**src/rtl/rr_token_arbiter_pkg.sv**
```systemverilog
// Shared types and the circular first-one search for the round-robin token arbiter.
package rr_arb_pkg;

    typedef enum logic {ST_IDLE, ST_GRANT} state_e;

    localparam int MAX_N  = 32;
    localparam int MAX_IW = $clog2(MAX_N);

    // Scan req circularly upward from the set bit of token; lowest offset wins.
    function automatic void rr_search(
        input  logic [MAX_N-1:0] req,
        input  logic [MAX_N-1:0] token,
        input  int               n,
        output int               idx,
        output logic             vld
    );
        int tpos;
        int cand;
        tpos = 0;
        idx  = 0;
        vld  = 1'b0;
        for (int i = 0; i < MAX_N; i++) begin
            if (i < n && token[i[MAX_IW-1:0]]) tpos = i;
        end
        for (int off = MAX_N - 1; off >= 0; off--) begin
            if (off < n) begin
                cand = tpos + off;
                if (cand >= n) cand = cand - n;
                if (req[cand[MAX_IW-1:0]]) begin
                    idx = cand;
                    vld = 1'b1;
                end
            end
        end
    endfunction

endpackage

```
**src/rtl/rr_token_arbiter_if.sv**
```systemverilog
// Request/grant bundle between the requesting agents (master) and the arbiter (slave).
interface rr_token_arbiter_if #(
    parameter int N    = 4,
    parameter int IDXW = $clog2(N)
);
    logic [N-1:0]    REQ;
    logic [N-1:0]    GNT;
    logic [IDXW-1:0] GNT_IDX;
    logic            BUSY;
    logic [N-1:0]    TOKEN;
    logic            TMO;

    modport master (output REQ, input GNT, GNT_IDX, BUSY, TOKEN, TMO);
    modport slave  (input REQ, output GNT, GNT_IDX, BUSY, TOKEN, TMO);
endinterface

```
**src/rtl/rr_onehot_enc.sv**
```systemverilog
// N-to-IDXW one-hot to binary OR encoder; an all-zero input encodes to 0.
module rr_onehot_enc #(
    parameter int N    = 4,
    parameter int IDXW = $clog2(N)
) (
    input  logic [N-1:0]    onehot_i,
    output logic [IDXW-1:0] idx_o
);
    always_comb begin
        idx_o = '0;
        for (int i = 0; i < N; i++) begin
            if (onehot_i[i]) idx_o = idx_o | IDXW'(i);
        end
    end
endmodule

```
**src/rtl/rr_token_arbiter.sv**
```systemverilog
// Round-robin token arbiter with registered one-hot grant and zero-gap handover.
// Optional hold limit with forced release is compiled in by defining RR_TIMEOUT_EN.
module rr_token_arbiter
    import rr_arb_pkg::*;
#(
    parameter int N        = 4,
    parameter int IDXW     = $clog2(N),
    parameter int MAX_HOLD = 8
) (
    input  logic              CLK,
    input  logic              RST_N,
    rr_token_arbiter_if.slave bus
);
    if (N < 2 || N > MAX_N || MAX_HOLD < 1) begin : g_param_check
        $error("rr_token_arbiter: N must be 2..%0d and MAX_HOLD at least 1", MAX_N);
    end

    state_e       state_q, state_d;
    logic [N-1:0] gnt_q, gnt_d;
    logic [N-1:0] tok_q, tok_d;
    logic [N-1:0] tok_adv;
    logic         held, expire, release_ev;
    int           idle_idx, hand_idx;
    logic         idle_vld, hand_vld;

    assign held       = |(bus.REQ & gnt_q);
    // The token after a release is the holder's one-hot rotated up by one.
    assign tok_adv    = {gnt_q[N-2:0], gnt_q[N-1]};
    assign release_ev = (state_q == ST_GRANT) && (!held || expire);

    always_comb begin
        rr_search(MAX_N'(bus.REQ), MAX_N'(tok_q), N, idle_idx, idle_vld);
        rr_search(MAX_N'(bus.REQ & ~gnt_q), MAX_N'(tok_adv), N, hand_idx, hand_vld);
    end

    always_comb begin
        state_d = state_q;
        gnt_d   = gnt_q;
        tok_d   = tok_q;
        unique case (state_q)
            ST_IDLE: begin
                if (idle_vld) begin
                    gnt_d   = N'(1) << idle_idx;
                    state_d = ST_GRANT;
                end
            end
            ST_GRANT: begin
                if (release_ev) begin
                    tok_d = tok_adv;
                    if (hand_vld) begin
                        gnt_d = N'(1) << hand_idx;
                    end else begin
                        gnt_d   = '0;
                        state_d = ST_IDLE;
                    end
                end
            end
            default: state_d = ST_IDLE;
        endcase
    end

    always_ff @(posedge CLK or negedge RST_N) begin
        if (!RST_N) begin
            state_q <= ST_IDLE;
            gnt_q   <= '0;
            tok_q   <= N'(1);
        end else begin
            state_q <= state_d;
            gnt_q   <= gnt_d;
            tok_q   <= tok_d;
        end
    end

`ifdef RR_TIMEOUT_EN
    localparam int HOLDW = $clog2(MAX_HOLD + 1);

    logic [HOLDW-1:0] hold_q, hold_d;
    logic             tmo_q;

    // hold_q counts completed grant cycles, so MAX_HOLD-1 means this edge ends the MAX_HOLD-th.
    assign expire = (hold_q == HOLDW'(MAX_HOLD - 1));

    always_comb begin
        hold_d = '0;
        if (state_q == ST_GRANT && held && !expire)
            hold_d = (hold_q == HOLDW'(MAX_HOLD)) ? hold_q : hold_q + 1'b1;
    end

    always_ff @(posedge CLK or negedge RST_N) begin
        if (!RST_N) begin
            hold_q <= '0;
            tmo_q  <= 1'b0;
        end else begin
            hold_q <= hold_d;
            tmo_q  <= release_ev && held;
        end
    end

    assign bus.TMO = tmo_q;
`else
    assign expire  = 1'b0;
    assign bus.TMO = 1'b0;
`endif

    rr_onehot_enc #(.N(N), .IDXW(IDXW)) u_enc (
        .onehot_i (gnt_q),
        .idx_o    (bus.GNT_IDX)
    );

    assign bus.GNT   = gnt_q;
    assign bus.BUSY  = |gnt_q;
    assign bus.TOKEN = tok_q;

endmodule

```
**src/flat_wrapper.sv**
```systemverilog
// flat-port wrapper written by rule: the top's interface ports become plain ports
module rr_token_arbiter_flat import rr_arb_pkg::*;
#(
    parameter int N        = 4,
    parameter int IDXW     = $clog2(N),
    parameter int MAX_HOLD = 8
)
  (CLK, RST_N, bus_REQ, bus_GNT, bus_GNT_IDX, bus_BUSY, bus_TOKEN, bus_TMO);
  rr_token_arbiter_if #(.N(N), .IDXW(IDXW)) bus_i ();
  input  logic CLK;
  input  logic RST_N;
  input wire logic [$bits(bus_i.REQ)-1:0] bus_REQ;
  output wire logic [$bits(bus_i.GNT)-1:0] bus_GNT;
  output wire logic [$bits(bus_i.GNT_IDX)-1:0] bus_GNT_IDX;
  output wire logic [$bits(bus_i.BUSY)-1:0] bus_BUSY;
  output wire logic [$bits(bus_i.TOKEN)-1:0] bus_TOKEN;
  output wire logic [$bits(bus_i.TMO)-1:0] bus_TMO;
  assign bus_i.REQ = bus_REQ;
  assign bus_GNT = bus_i.GNT;
  assign bus_GNT_IDX = bus_i.GNT_IDX;
  assign bus_BUSY = bus_i.BUSY;
  assign bus_TOKEN = bus_i.TOKEN;
  assign bus_TMO = bus_i.TMO;
  rr_token_arbiter #(.N(N), .IDXW(IDXW), .MAX_HOLD(MAX_HOLD)) u_core (.CLK(CLK), .RST_N(RST_N), .bus(bus_i));
endmodule
```
**config.mk**
```make
export PLATFORM = sky130hd
export DESIGN_NAME = rr_token_arbiter_flat
export DESIGN_NICKNAME = d
export VERILOG_FILES = /design/src/rtl/rr_token_arbiter_pkg.sv /design/src/rtl/rr_token_arbiter_if.sv /design/src/rtl/rr_onehot_enc.sv /design/src/rtl/rr_token_arbiter.sv /design/src/flat_wrapper.sv
export SDC_FILE = /design/constraint.sdc
export NUM_CORES = 1
export LEC_CHECK = 0
export CORE_MARGIN = 1.5
export CORE_UTILIZATION = 25
export DETAILED_ROUTE_END_ITERATION = 6
export PLACE_DENSITY = 0.53
export SLEW_MARGIN = 15
export SYNTH_ARGS = -nofsm -noshare
export SYNTH_HDL_FRONTEND = slang
export SYNTH_SLANG_ARGS = --single-unit
```
**constraint.sdc**
```tcl
create_clock -name CLK -period 3.6 [get_ports CLK]
set_input_delay 0.36 -clock CLK [delete_from_list [all_inputs] [get_ports CLK]]
set_output_delay 0.36 -clock CLK [all_outputs]
set_load 0.005 [all_outputs]
```
==> results.yml, run 1 <==
status:
  outcome: "complete, no violations"
synthesis:
  synth_top_cell_by_area: "dfrtp_1"
  synth_top_area_share: 0.145
  syn_area_um2: 1390
  synth_edf_count: 0
  async_flop_share: 1.00
  synth.avg_cell_area_um2: 8.82
  synth_cells: 157
  syn_nets: 171
  synth-main-ff-cell: "dfrtp_1"
  synthTopCellsByArea: "dfrtp_1 (14%), ha_1 (7.2%), buf_6 (3.3%)"
  ys_warn_count: 0
  yosysUniqueCellTypes: 65
  ys_seq_area_frac: 0.164
  ys_seq_elements: 9
global_routing:
  grt_usage: 0.120
  grt_pass1_wl_um: 5890
  grt_max_degree: 15
  grt_overflow: 0
  grt_pass1_vias: 1190
  antenna_found_initial: 0
timing:
  maxSlewViolCount: 0
  hold_viol: 0
  slew_headroom: 0.655
  timing.final.crit_period_ns: 2.96
  tightest_slew_ns: 0.516
  grt_setup_unrepaired: "no"
  setup_tns_ns: 0
  setup_slack_ns: 0.645
  finalCritPeriodShare: 0.821
  max_freq_mhz: 338
  fin_hold_ws_ns: 0.439
  fin_worst_skew_ns: 0.00155
  setup_viol: 0
routing:
  wl_per_cell_um: 14.3
  wirelength_um: 3390
  drt-pass1-iter-count: 4
  antenna_left: 0
  via_per_inst: 5.13
  drcViolationCount: 0
  first_iter_violations: 51
  dr_total_vias: 1210
final_layout:
  final_area_um2: 1590
  multi_input_area_um2: 1020
  fin_util: 0.303
  seqCellArea_um2: 226
  nNetsFinal: 181
  syn2layout_area_growth_pct: 14.7
  drive_gt1_frac: 0.241
  fill_cells: 570
  antennaDiodeCount: 0
  stdcell_count: 236
power_and_ir_drop:
  finalPower_mw: 1.70
  peakVddDrop_uv: 425
  p_per_area_nw_per_um2: 1070
  p_leak_nw: 0.651
critical_path:
  cp-end-kind: "flip-flop"
  crit_required_ns: 3.72
  cp_cell_sequence: "or2_1 > ha_1 > nor2b_1 > a2111oi_4 > a311oi_4 > nor4_2 > o21a_2 > nor3_1 > a221o_1"
  cp.arrival_ns: 3.07
  crit_path_start: "u_core.bus.TOKEN[3]$_DFFE_PN0P_"
  start_kind: "flip-flop"
  crit_path_top_delay_cell: "dfrtp_1"
  crit_path_max_incr_delay_ns: 0.54
  crit_type: "reg -> reg"
  r2r-start: "u_core.bus.TOKEN[3]$_DFFE_PN0P_"
  path_max_fanout: 14
die:
  rows: 26
  chipHeight_um: 77.4
  core_area_um2: 5240
  die_w_um: 77.4
  dieArea_um2: 6000
  pin_count: 18
  initial_core_util: 0.264
placement:
  dp_hpwl_um: 2630
  gp_congestion: 0.841
  io_buffers: 16
  placed_cell_area_um2: 1540
  dp_cells: 232
  post-place-ws_ns: 0.666
worst_hold_path:
  hold_class: "in -> async"
clock_network:
  post_cts_buffers: 0
  htree_num_levels: 1
  cts.sinks: 9
  clkSlewWorstSetupHoldPaths_ns: 0.05
  postCtsHoldBufs: 0
  cts_tree: "built"
  clock_tree.buffer_depth: 2
  cts_root_buf: "clkbuf_8"
  cts_resized: 0
  clock_latency_ns: 0.23
  numCtsBuffers: 3
run:
  cap_violations: 0
## where the power goes
| part | internal, mW | leakage (nW) | switching (mW) | total, mW |
|---|---|---|---|---|
| clock network | 0.0772 | 0.0228 | 0.0405 | 0.118 |
| registers | 0.145 | 0.111 | 0.103 | 0.249 |
| logic | 0.647 | 0.517 | 0.685 | 1.33 |
| total | 0.869 | 0.651 | 0.829 | 1.70 |
## area by class of cell
cell class | instances | area share
repair buffers | 17 | 0.106
well taps | 70 | 0.0551
multi-input cells | 124 | 0.640
inverters | 12 | 0.0283
clock buffers | 4 | 0.0283
flip-flops and latches | 9 | 0.143
## synth_stat cells, drive strengths merged (3+ instances only)
cell / number
buf: 12
inv: 12
nor2: 12
nand2: 11
dfrtp: 8
ha: 8
nor2b: 8
a21oi: 7
nand2b: 7
mux2: 6
or2: 5
mux2i: 4
a211oi: 3
a21o: 3
a221o: 3
nand3b: 3
nor3: 3
nor4: 3
o21ai: 3
## per-layer routing
layer	part of all wire	GRT usage	up-vias
met5	0	0	-
met4	0.0035	0.0273	0
li1	-	-	599
met1	0.50	0.171	576
met3	0.043	0.0129	2
met2	0.46	0.194	33
## critical path: cells and delay by family (launching register included)
family	cells	cell delay, ns
compound gates	4	0.93
fa+ha+maj	1	0.51
flops	1	0.54
simple gates	4	0.85
## final timing paths
kind	depth (start not counted)	to	slack (ns)
setup / recovery	9	u_core.bus.GNT[0]$_DFFE_PN0P_	0.64
hold / removal	1	u_core.bus.GNT[3]$_DFFE_PN0P_	0.44
setup reg to reg	9	u_core.bus.GNT[0]$_DFFE_PN0P_	0.64
hold reg to reg	1	u_core.bus.TOKEN[0]$_DFFE_PN1P_	0.62
max in group asynchronous	1	u_core.bus.TOKEN[0]$_DFFE_PN1P_	2.83
min in group CLK	1	u_core.bus.TOKEN[0]$_DFFE_PN1P_	0.62
## registers in the layout (all words and copies together), names as in the netlist
| register | flops |
|---|---|
| u_core.bus.GNT | 4 |
| u_core.bus.TOKEN | 4 |
| u_core.state_q | 1 |
## cells by family after synthesis
group           synth area share
simple gates               0.268
compound gates             0.311
buf+inv                    0.102
mux                       0.0804
flops                      0.164
fa+ha+maj                 0.0723
other cells              0.00271
## cell usage in the layout, fill, tap and decap left out, types with 3 or more instances in the layout
cell type	instances
nor2b_1	5
nor2_1	10
a21oi_1	7
nand2_1	10
a221o_1	3
inv_2	4
nor3_1	3
nand3b_1	3
clkdlybuf4s50_1	16
dfrtp_1	8
ha_1	8
clkbuf_8	3
nand2b_1	5
o21ai_0	3
or2_2	4
mux2i_1	4
inv_1	8
mux2_2	4
No activity file was read; power rests on OpenSTA's default activity.
==> run 2, diff against run 1 <==
PLACE_DENSITY = 0.55   (was 0.53)
clock period = 2.7 ns   (was 3.6 ns; I/O delays follow)
==> run 2 against run 1 <==
  * Final cell count is 7.6% higher
  * Sequential share of layout area is 1.5 points lower
  * Clock power is 31% higher
  * Die area stayed put
  * Critical path depth is 1 higher
  * Cell area is 13% higher
  * Flip-flop and latch count stayed put
  * Count of clock-buffer cells in the layout stayed put
==> results.yml, run 2 (synthesized netlist as in run 1, its figures left out) <==
timing:
  setup_viol: 0
  finalCritPeriodShare: 0.968
  hold_viol: 0
  maxSlewViolCount: 0
  fin_hold_ws_ns: 0.350
  tightest_slew_ns: 0.568
  grt_setup_unrepaired: "yes"
  timing.final.crit_period_ns: 2.61
  max_freq_mhz: 383
  slew_headroom: 0.622
  fin_worst_skew_ns: 0.00119
worst_hold_path:
  hold_class: "in -> async"
die:
  pin_count: 18
  chipHeight_um: 77.4
  dieArea_um2: 6000
  rows: 26
  core_area_um2: 5240
  initial_core_util: 0.264
  die_w_um: 77.4
clock_network:
  numCtsBuffers: 3
  cts.sinks: 9
  clkSlewWorstSetupHoldPaths_ns: 0.04
  clock_latency_ns: 0.23
  clock_tree.buffer_depth: 2
  postCtsHoldBufs: 0
  cts_root_buf: "clkbuf_8"
  htree_num_levels: 1
  cts_tree: "built"
final_layout:
  drive_gt1_frac: 0.375
  nNetsFinal: 199
  final_cell_mix: "buf_4 (19), clkdlybuf4s50_1 (16), nand2_1 (10), nor2_1 (10), inv_1 (8)"
  layout_commonest_cell: "buf_4"
  antennaDiodeCount: 0
  syn2layout_area_growth_pct: 30.0
critical_path:
  crit_required_ns: 2.81
  start_kind: "flip-flop"
  path_max_fanout: 10
  cp.arrival_ns: 2.73
  cp-end-kind: "flip-flop"
  crit_path_max_incr_delay_ns: 0.42
  cp_cell_sequence: "nor2b_4 > or2_1 > ha_4 > nor2b_2 > a2111oi_4 > a311oi_4 > a21oi_2 > o311ai_2 > nor3_1 > a221o_1"
  crit_path_top_delay_cell: "a311oi_4"
  crit_type: "reg -> reg"
global_routing:
  grt_pass1_vias: 1292
  grt_usage: 0.125
  grt_max_degree: 13
  antenna_found_initial: 0
  grt_pass1_wl_um: 6180
  grt_overflow: 0
routing:
  first_iter_violations: 66
  via_per_inst: 5.00
  drcViolationCount: 0
  wl_per_cell_um: 14.5
  drt-pass1-iter-count: 4
  wirelength_um: 3680
  antenna_left: 0
  dr_total_vias: 1270
placement:
  gp_congestion: 0.813
  dp_hpwl_um: 2920
  io_buffers: 16
power_and_ir_drop:
  p_clk_frac: 0.058
  switchingPower_mw: 1.25
  p_per_area_nw_per_um2: 1460
  p_comb_frac: 0.839
  sw_frac_of_total: 0.473
  peakVddDrop_uv: 741
  sequentialPowerShare: 0.103
  p_int_mw: 1.39
  p_leak_nw: 0.754
  finalPower_mw: 2.64
run:
  cap_violations: 0
status:
  outcome: "complete, no violations"
## run 2: area by class of cell
type / instances / area [um^2]
well taps: 70 / 87.6
inverters: 12 / 45.0
clock buffers: 4 / 45.0
repair buffers: 35 / 303
fillers: 546 / 3440
flip-flops and latches: 9 / 230
multi-input cells: 124 / 1090
## run 2: what timing repair did
item | in CTS | in global routing
endpoints found under the setup margin | 2 | 4
pin swaps | 0 | 3
buffers inserted | 0 | 0
cloned | 0 | 0
resized for setup | 2 | 7
## run 2: metrics by stage
step / worst slack (ns) / util / area, um^2 / cells / setup TNS (ns)
6_report: 0.0863 / 0.344 / 1800 / 254 / 0
2_1_floorplan: 0.00796 / - / 1440 / 157 / 0
4_1_cts: 0.0474 / 0.339 / 1780 / 254 / 0
3_5_place_dp: -0.0301 / 0.329 / 1730 / 250 / -0.0557
5_1_grt: -0.0125 / 0.344 / 1800 / 254 / -0.0125
3_3_place_gp: -0.0107 / 0.329 / 1730 / 250 / -0.0184
## run 2: layer usage
layer | track usage | routed length, um
met1 | 0.171 | 1860
met2 | 0.206 | 1680
met3 | 0.0212 | 138
met4 | 0.0255 | 0
met5 | 0 | 0
## run 2: power groups by stage
stage,logic (mW),registers (mW),clock network (mW)
4_1_cts,2.15,0.268,0.159
2_1_floorplan,1.60,0.255,0
6_report,2.21,0.272,0.154
3_5_place_dp,2.13,0.265,0
5_1_grt,2.41,0.282,0.166
3_3_place_gp,2.13,0.261,0
## run 2: path summary, 6_finish.rpt
path                                            startpoint                         endpoint  slack (ns)  cells past startpoint
max                        u_core.bus.TOKEN[1]$_DFFE_PN0P_    u_core.bus.GNT[0]$_DFFE_PN0P_        0.09                     10
min reg2reg                u_core.bus.TOKEN[3]$_DFFE_PN0P_  u_core.bus.TOKEN[3]$_DFFE_PN0P_        0.56                      2
max in group asynchronous                            RST_N  u_core.bus.TOKEN[0]$_DFFE_PN1P_        2.02                      1
max reg2reg                u_core.bus.TOKEN[1]$_DFFE_PN0P_    u_core.bus.GNT[0]$_DFFE_PN0P_        0.09                     10
min                                                  RST_N    u_core.bus.GNT[0]$_DFFE_PN0P_        0.35                      1
min in group CLK           u_core.bus.TOKEN[3]$_DFFE_PN0P_  u_core.bus.TOKEN[3]$_DFFE_PN0P_        0.56                      2
## run 2: critical path, delay by kind of cell, from the launching register on
family                   cells  cell delay (ns)
adder cells (fa/ha/maj)      1             0.29
AO/OA/AOI/OAI                5             1.18
AND/OR/NAND/NOR              4             0.67
flip-flops                   1             0.37
==> run 3, diff against run 2 <==
--- a/constraint.sdc
+++ b/constraint.sdc
@@ -3,2 +3,2 @@
 set_output_delay 0.27 -clock CLK [all_outputs]
-set_load 0.005 [all_outputs]
+set_load 0.1 [all_outputs]
==> run 3 against run 2 <==
  * Register-to-register slack got worse by 0.05 ns
  * Worst hold slack got worse by 0.012 ns
  * Fmax fell by 2.0%
  * Die area did not move
  * Wire length rose by 1.4%
  * Global-route usage rose by 0.43 points
==> results.yml, run 3 (synthesized netlist as in run 1, its figures left out) <==
critical_path:
  crit_required_ns: 2.81
  start_kind: "flip-flop"
  crit_type: "reg -> reg"
  cp.arrival_ns: 2.78
  path_max_fanout: 5
  cp-end-kind: "flip-flop"
timing:
  setup_viol: 0
  finalCritPeriodShare: 0.988
  hold_viol: 0
  timing.final.crit_period_ns: 2.67
  max_freq_mhz: 375
  fin_worst_skew_ns: 0.000681
  setup_tns_ns: 0
  maxSlewViolCount: 0
  grt_setup_unrepaired: "yes"
routing:
  dr_total_vias: 1339
  first_iter_violations: 52
  wl_per_cell_um: 13.9
  drcViolationCount: 0
  via_per_inst: 4.98
  antenna_left: 0
  wirelength_um: 3730
  drt-pass1-iter-count: 4
run:
  cap_violations: 0
final_layout:
  multi_input_area_um2: 1110
  seqCellArea_um2: 238
  layout_commonest_cell: "buf_4"
  nNetsFinal: 214
  fin_util: 0.368
  syn2layout_area_growth_pct: 39.0
  final_cell_mix: "buf_4 (43), nand2_1 (10), nor2_1 (10)"
  antennaDiodeCount: 0
  drive_gt1_frac: 0.503
  fill_cells: 559
global_routing:
  grt_pass1_wl_um: 6240
  grt_usage: 0.129
  antenna_found_initial: 0
  grt_max_degree: 13
  grt_overflow: 0
  grt_pass1_vias: 1273
clock_network:
  htree_num_levels: 1
  postCtsHoldBufs: 0
  clkSlewWorstSetupHoldPaths_ns: 0.04
  numCtsBuffers: 3
  clock_latency_ns: 0.23
  clock_tree.buffer_depth: 2
  cts_tree: "built"
  cts.sinks: 9
  cts_root_buf: "clkbuf_8"
die:
  rows: 26
  die_w_um: 77.4
  pin_count: 18
  core_area_um2: 5240
  dieArea_um2: 6000
  chipHeight_um: 77.4
  initial_core_util: 0.264
placement:
  gp_congestion: 0.869
  dp_hpwl_um: 2960
  io_buffers: 16
worst_hold_path:
  hold_class: "in -> async"
status:
  outcome: "complete, no violations"
## run 3: cell count changes in the layout (fill, tap and decap cells not counted), moves of 2 or more
| cell | before | now |
|---|---|---|
| nor2b_1 | 1 | 3 |
| nor2b_2 | 5 | 2 |
| dfrtp_4 | 0 | 2 |
| dfrtp_1 | 5 | 3 |
| or2_4 | 0 | 2 |
| clkdlybuf4s50_1 | 16 | 5 |
| buf_4 | 19 | 43 |
## run 3: per-stage QoR
step | hold WS (ns) | instances | cell area [um^2] | setup slack (ns)
6_report | 0.338 | 269 | 1930 | 0.0323
5_1_grt | 0.367 | 269 | 1930 | -0.131
4_1_cts | 0.347 | 262 | 1820 | 0.0179
3_5_place_dp | 0.568 | 257 | 1770 | -0.0290
3_3_place_gp | 0.565 | 257 | 1770 | 0.0296
2_1_floorplan | -0.0256 | 157 | 1460 | -0.208
## run 3: final timing paths
check / startpoint / to / slack [ns] / depth (start not counted)
max reg2reg: u_core.bus.TOKEN[1]$_DFFE_PN0P_ / u_core.bus.GNT[0]$_DFFE_PN0P_ / 0.03 / 10
max in group asynchronous: RST_N / u_core.bus.TOKEN[1]$_DFFE_PN0P_ / 2.04 / 1
max: u_core.bus.TOKEN[1]$_DFFE_PN0P_ / u_core.bus.GNT[0]$_DFFE_PN0P_ / 0.03 / 10
min reg2reg: u_core.bus.GNT[2]$_DFFE_PN0P_ / u_core.bus.GNT[2]$_DFFE_PN0P_ / 0.60 / 1
min: RST_N / u_core.bus.GNT[3]$_DFFE_PN0P_ / 0.34 / 1
min in group CLK: u_core.bus.GNT[2]$_DFFE_PN0P_ / u_core.bus.GNT[2]$_DFFE_PN0P_ / 0.60 / 1
## run 3: layer usage
metal	vias up	wire (um)	GRT usage
li1	669	-	-
met1	639	1830	0.189
met2	26	1730	0.195
met3	5	137	0.0176
met4	0	33	0.0382
met5	-	0	0
## run 3: worst max-delay path, cell delays in order (launching register included)
cell and delay (ns):
dfrtp_4 0.46, nor2b_4 0.13, or2_4 0.25, ha_4 0.28, buf_6 0.13, a2111oi_4 0.34, a221oi_4 0.08, nor4_2 0.33
o21a_2 0.24, nor3_2 0.04, a221o_1 0.26
## run 3: repair_timing
action,in CTS,in global routing
setup endpoints to repair,1,4
pin swaps,2,7
resized for setup,0,12
buffers inserted,1,7
## run 3: final cells by class
class | instances | area share
Inverter | 12 | 0.0234
Clock buffer | 4 | 0.0234
Sequential cell | 9 | 0.123
Tap cell | 70 | 0.0455
Timing Repair Buffer | 50 | 0.210
Multi-Input combinational cell | 124 | 0.574
Power of run 3 is left out: the tool's default activity adds up to more than one toggle a clock period on the data nets, which glitch-free logic cannot reach.
